==> src/rtl/fdiv_sqrt_pkg.sv <==
// ==========================================================================
// fdiv_sqrt_pkg : shared types and defaults for the fdiv/fsqrt sequencer
// Revision 1.0  : initial release
// ==========================================================================
`default_nettype none

package fdiv_sqrt_pkg;

   typedef enum logic [2:0] {
      S_IDLE = 3'd0,
      S_LOAD = 3'd1,
      S_ITER = 3'd2,
      S_NORM = 3'd3,
      S_WB   = 3'd4
   } state_t;

   localparam int DIV_ITERS_DEF  = 24;
   localparam int SQRT_ITERS_DEF = 26;

   typedef logic [4:0] iter_cnt_t;

endpackage : fdiv_sqrt_pkg

`default_nettype wire

==> src/rtl/fds_iter_cnt.sv <==
// ==========================================================================
// fds_iter_cnt : loadable 5-bit down-counter with zero flag
// Revision 1.0 : initial release
// ==========================================================================
`default_nettype none

module fds_iter_cnt
   import fdiv_sqrt_pkg::*;
(
   input  logic      clk,
   input  logic      rst,
   input  logic      load,
   input  iter_cnt_t load_val,
   input  logic      dec,
   output iter_cnt_t cnt,
   output logic      zero
);

   always_ff @(posedge clk) begin
      if (rst) begin
         cnt <= '0;
      end else if (load) begin
         cnt <= load_val;
      end else if (dec && (cnt != '0)) begin
         cnt <= cnt - 5'd1;
      end
   end

   assign zero = (cnt == '0);

endmodule : fds_iter_cnt

`default_nettype wire

==> src/rtl/fdiv_sqrt_ctrl.sv <==
// ==========================================================================
// fdiv_sqrt_ctrl : sequencer for the iterative fdiv/fsqrt datapath
// Build option   : FDIV_SQRT_FSQRT_EN enables fsqrt (otherwise rejected)
// Revision 1.0   : initial release
// ==========================================================================
`default_nettype none

module fdiv_sqrt_ctrl
   import fdiv_sqrt_pkg::*;
#(
   parameter int DIV_ITERS  = DIV_ITERS_DEF,
   parameter int SQRT_ITERS = SQRT_ITERS_DEF
) (
   input  logic       clk,
   input  logic       rst,
   input  logic       start,
   input  logic       is_sqrt,
   input  logic [4:0] dst,
   input  logic       flush,
   input  logic       wb_gnt,
   output logic       ld,
   output logic       step_en,
   output logic       norm,
   output logic       op_sqrt,
   output logic [4:0] iter_cnt,
   output logic       wb_req,
   output logic [4:0] wb_dst,
   output logic       busy,
   output logic       stall_div_sqrt,
   output logic       unimpl
);

   state_t    state;
   logic      accept;
   logic      reject;
   logic      cnt_load;
   logic      cnt_dec;
   logic      cnt_zero;
   iter_cnt_t load_val;

`ifdef FDIV_SQRT_FSQRT_EN
   assign accept = start & ~flush;
   assign reject = 1'b0;
`else
   assign accept = start & ~flush & ~is_sqrt;
   assign reject = start & ~flush &  is_sqrt;
`endif

   // op_sqrt can only be set when fsqrt is built in, so SQRT_ITERS is
   // effectively dead in the fdiv-only build
   assign load_val = op_sqrt ? iter_cnt_t'(SQRT_ITERS - 1) : iter_cnt_t'(DIV_ITERS - 1);
   assign cnt_load = (state == S_LOAD) & ~flush;
   assign cnt_dec  = (state == S_ITER) & ~flush;

   fds_iter_cnt u_iter_cnt (
      .clk      (clk),
      .rst      (rst),
      .load     (cnt_load),
      .load_val (load_val),
      .dec      (cnt_dec),
      .cnt      (iter_cnt),
      .zero     (cnt_zero)
   );

   assign stall_div_sqrt = start & (state != S_IDLE);

   always_ff @(posedge clk) begin
      if (rst) begin
         state   <= S_IDLE;
         ld      <= 1'b0;
         step_en <= 1'b0;
         norm    <= 1'b0;
         wb_req  <= 1'b0;
         busy    <= 1'b0;
         unimpl  <= 1'b0;
         op_sqrt <= 1'b0;
         wb_dst  <= '0;
      end else begin
         ld      <= 1'b0;
         step_en <= 1'b0;
         norm    <= 1'b0;
         wb_req  <= 1'b0;
         unimpl  <= 1'b0;
         busy    <= 1'b1;
         if (flush) begin
            state <= S_IDLE;
            busy  <= 1'b0;
         end else begin
            case (state)
               S_IDLE: begin
                  if (accept) begin
                     state   <= S_LOAD;
                     ld      <= 1'b1;
                     op_sqrt <= is_sqrt;
                     wb_dst  <= dst;
                  end else begin
                     busy   <= 1'b0;
                     unimpl <= reject;
                  end
               end
               S_LOAD: begin
                  state   <= S_ITER;
                  step_en <= 1'b1;
               end
               // counter reaches zero on the last of the N step cycles
               S_ITER: begin
                  if (cnt_zero) begin
                     state <= S_NORM;
                     norm  <= 1'b1;
                  end else begin
                     step_en <= 1'b1;
                  end
               end
               S_NORM: begin
                  state  <= S_WB;
                  wb_req <= 1'b1;
               end
               S_WB: begin
                  if (wb_gnt) begin
                     state <= S_IDLE;
                     busy  <= 1'b0;
                  end else begin
                     wb_req <= 1'b1;
                  end
               end
               default: begin
                  state <= S_IDLE;
                  busy  <= 1'b0;
               end
            endcase
         end
      end
   end

endmodule : fdiv_sqrt_ctrl

`default_nettype wire

==> config.mk <==
export PLATFORM = sky130hd
export DESIGN_NAME = fdiv_sqrt_ctrl
export DESIGN_NICKNAME = d
export VERILOG_FILES = /design/src/rtl/fdiv_sqrt_pkg.sv /design/src/rtl/fds_iter_cnt.sv /design/src/rtl/fdiv_sqrt_ctrl.sv
export SDC_FILE = /design/constraint.sdc
export NUM_CORES = 1
export LEC_CHECK = 0
export BUFFER_PORTS_ARGS = -buffer_cell sky130_fd_sc_hd__buf_2
export CAP_MARGIN = 20
export CORE_MARGIN = 10
export CORE_UTILIZATION = 50
export DETAILED_ROUTE_END_ITERATION = 8
export PLACE_DENSITY_LB_ADDON = 0.25
export SLEW_MARGIN = 25
export SYNTH_ARGS = -nofsm -noshare
export SYNTH_HDL_FRONTEND = slang
export SYNTH_SLANG_ARGS = --single-unit
==> constraint.sdc <==
create_clock -name clk -period 2.6 [get_ports clk]
set_input_delay 0.39 -clock clk [delete_from_list [all_inputs] [get_ports clk]]
set_output_delay 0.39 -clock clk [all_outputs]
set_load 0.02 [all_outputs]
==> reports/results.tsv <==
stage	metric	value	unit
routing	detail_route.wirelength	1.774	mm
synth	synth_warnings	0	
layout	syn_to_final_growth	16.38	%
pwr	pwr-share-clk	27.5	%
placed_design	dp_hpwl	1.379	mm
global_route	grt_max_degree	21	
clocking	cts_root_buffer	clkbuf_4	
sta	worstMarginPinSlew	0.3463	ns
pwr	leakagePower	0.4926	nW
pwr	p_comb_share	9.7	%
synth	synth.distinct_cells	35	
layout	n_fill_cell	169	
global_route	grt_antenna_before_repair	0	
clocking	cts_tree	built	
placed_design	gp_congestion	0.7766	
sta	setup_tns	0	ns
global_route	globalRouteTotalUtil	10.70	%
floorplan	io_pins	29	
global_route	overflow	0	
floorplan	die_h	61.74	µm
layout	largest_registers	u_iter_cnt.cnt (5), wb_dst (5), state (3)	
synth	synth.avg_cell_area	9.896	µm²
routing	ant_nets	0	
sta	max_slew_margin	76.91	%
synth	syn_area	870.8	µm²
clocking	h-tree-depth	1	
routing	wire_per_inst	13.65	µm
clocking	ctsResizeCount	0	
clocking	clkSinkCount	20	
synth	synth-seq-area-share	45.98	%
clocking	clk_pin_slew_worst_paths	0.10	ns
critical_path	crit_family	flip-flops	
clocking	clock_latency	0.29	ns
pwr	p_int	0.3867	mW
floorplan	dieArea	3811	µm²
floorplan	core-area	1689	µm²
sta	post-route-period-util	66.48	%
routing	drt-pass1-iter-count	5	
global_route	grt_pass1_vias	734	
pwr	ir_drop	0.0002763	V
worst_hold_path	hold_class	in2reg	
sta	rsz0062_at_grt	false	
layout	post-route-util	60.00	%
sta	hold_violations	0	
sta	drv_slew	0	
routing	vias	712	
synth	yosysMostFrequentCell	dfxtp_1	
critical_path	crit_chain	nor2_1 -> a21boi_0 -> buf_2	
synth	synthFlopType	dfxtp_1	
critical_path	start_kind	flop	
routing	drc_errors	0	
synth	synth_top_cells_by_area	dfxtp_1, nor2_1, mux2i_1	
synth	yosysTopAreaCellShare	45.98	%
critical_path	endpoint_kind	primary output	
sta	min_period	1.728	ns
routing	viasPerCell	5.477	
pwr	swShare	23.15	%
critical_path	cp.required	2.21	ns
critical_path	slowest_stage	dfxtp_1	
layout	drive_gt1_share	33.63	%
synth	ys_seq_elements	20	
placed_design	place_area	991.0	µm²
outcome	outcome	complete, no violations	
critical_path	worstPathMaxFanout	8	
floorplan	placementRows	15	
global_route	grt_pass1_wl	3.111	mm
synth	synth_edf_count	0	
critical_path	max_stage_delay	0.52	ns
pwr	total_power	0.5032	mW
clocking	cts_buffers	3	
pwr	seqPwrFrac	62.7	%
critical_path	critical_path_buf_inv_count	1	
clocking	ctsHoldBuffers	0	
critical_path	arrival	1.34	ns
sta	fin_skew	0.001907	ns
clocking	postCtsSetupRepairBufs	0	
placed_design	portBuffers	28	
synth	syn_nets	100	
layout	n_antenna_cell	0	
synth	yosysTopAreaCell	dfxtp_1	
layout	nNetsFinal	127	
critical_path	path_class	reg2out	
pwr	power_density	496.5	nW/µm²
synth	postSynthCellCount	88	
pwr	switching_power	0.1165	mW
sta	finalSetupViolCount	0	
floorplan	start_util	51.56	%
layout	fin_area	1013	µm²
clocking	clock_path_buffers	2	
sta	max_freq	578.6	MHz
job	max_cap_viol_count	0	
synth	synth_commonest_cells	dfxtp_1, nor2_1, nor3_1	
floorplan	die_w	61.74	µm
synth	async_flop_share	0	%
routing	drt_iter0_drc	12	
==> area by class of cell <==
type	instances	area [µm²]	share of cell area, %
multi-input cells	59	417.9	41.23
flip-flops and latches	20	400.4	39.51
repair buffers	28	140.1	13.83
clock buffers	3	22.52	2.222
well taps	17	21.27	2.099
inverters	3	11.26	1.111
==> cell usage in the layout (no fill, tap or decap) <==
cell / n
buf_2: 28
dfxtp_1: 20
nor2_1: 14
nor3_1: 8
mux2i_1: 5
nor4_1: 3
nand2_1: 3
a211oi_1: 3
clkbuf_4: 3
inv_1: 2
a21oi_1: 2
inv_2: 1
a21boi_0: 1
a31oi_1: 1
or3b_4: 1
nand3b_4: 1
or4_1: 1
nand3_1: 1
nor4b_4: 1
and4_1: 1
nor4b_2: 1
and2b_4: 1
and3_1: 1
a311oi_1: 1
nor4_2: 1
xnor2_1: 1
o21ai_0: 1
nor2b_1: 1
and4bb_1: 1
a211o_1: 1
a21o_1: 1
and3b_1: 1
ha_1: 1
==> final timing paths <==
check                                                    start                        endpoint  slack, ns  depth (start not counted)
worst max-delay path                     state[0]$_SDFFE_PP0P_                  stall_div_sqrt       0.87                          3
worst min-delay path                                   is_sqrt               unimpl$_SDFF_PP0_       0.33                          3
worst max register to register  u_iter_cnt.cnt[0]$_SDFFE_PP0P_  u_iter_cnt.cnt[3]$_SDFFE_PP0P_       0.93                          6
worst min register to register          wb_dst[4]$_SDFFE_PP0P_          wb_dst[4]$_SDFFE_PP0P_       0.51                          2
==> logic make-up after synthesis <==
kind of cell             Yosys count  share of synthesized area (%)
multiplexers                       5                          5.747
AO/OA/AOI/OAI                     11                          8.765
adder cells (fa/ha/maj)            1                          1.437
AND/OR/NAND/NOR                   41                          31.03
buffers and inverters              9                          6.033
XOR/XNOR                           1                          1.006
flip-flops                        20                          45.98
==> metal layers <==
| metal | share of wire [%] | track usage (%) |
|---|---|---|
| met2 | 44 | 16.98 |
| met1 | 47 | 12.25 |
| met3 | 7.9 | 4.472 |
| met4 | 0.68 | 4.777 |
| met5 | 0 | 0 |
==> power by group through the flow <==
stage	sequential [mW]	clock, mW	combinational, mW
after floorplan	0.328	0	0.0294
after global placement	0.322	0	0.0488
after detailed placement	0.323	0	0.0494
after CTS	0.316	0.146	0.0495
after global routing	0.317	0.161	0.0550
final	0.316	0.138	0.0490
==> per-stage QoR <==
step	worst slack, ns	instances	hold slack (ns)
2_1_floorplan	1.004	88	0.5083
3_3_place_gp	1.010	127	0.4718
3_5_place_dp	0.9684	127	0.4884
4_1_cts	0.8565	130	0.3165
5_1_grt	0.7223	130	0.3226
6_report	0.8716	130	0.3262
==> worst register-to-register path, delay by kind of cell (launching register included) <==
kind | cells | cell delay (ns)
compound gates | 1 | 0.31
buf+inv | 1 | 0.08
fa+ha+maj | 1 | 0.19
flops | 1 | 0.35
simple gates | 3 | 0.62
(Power assumes the default switching activity.)
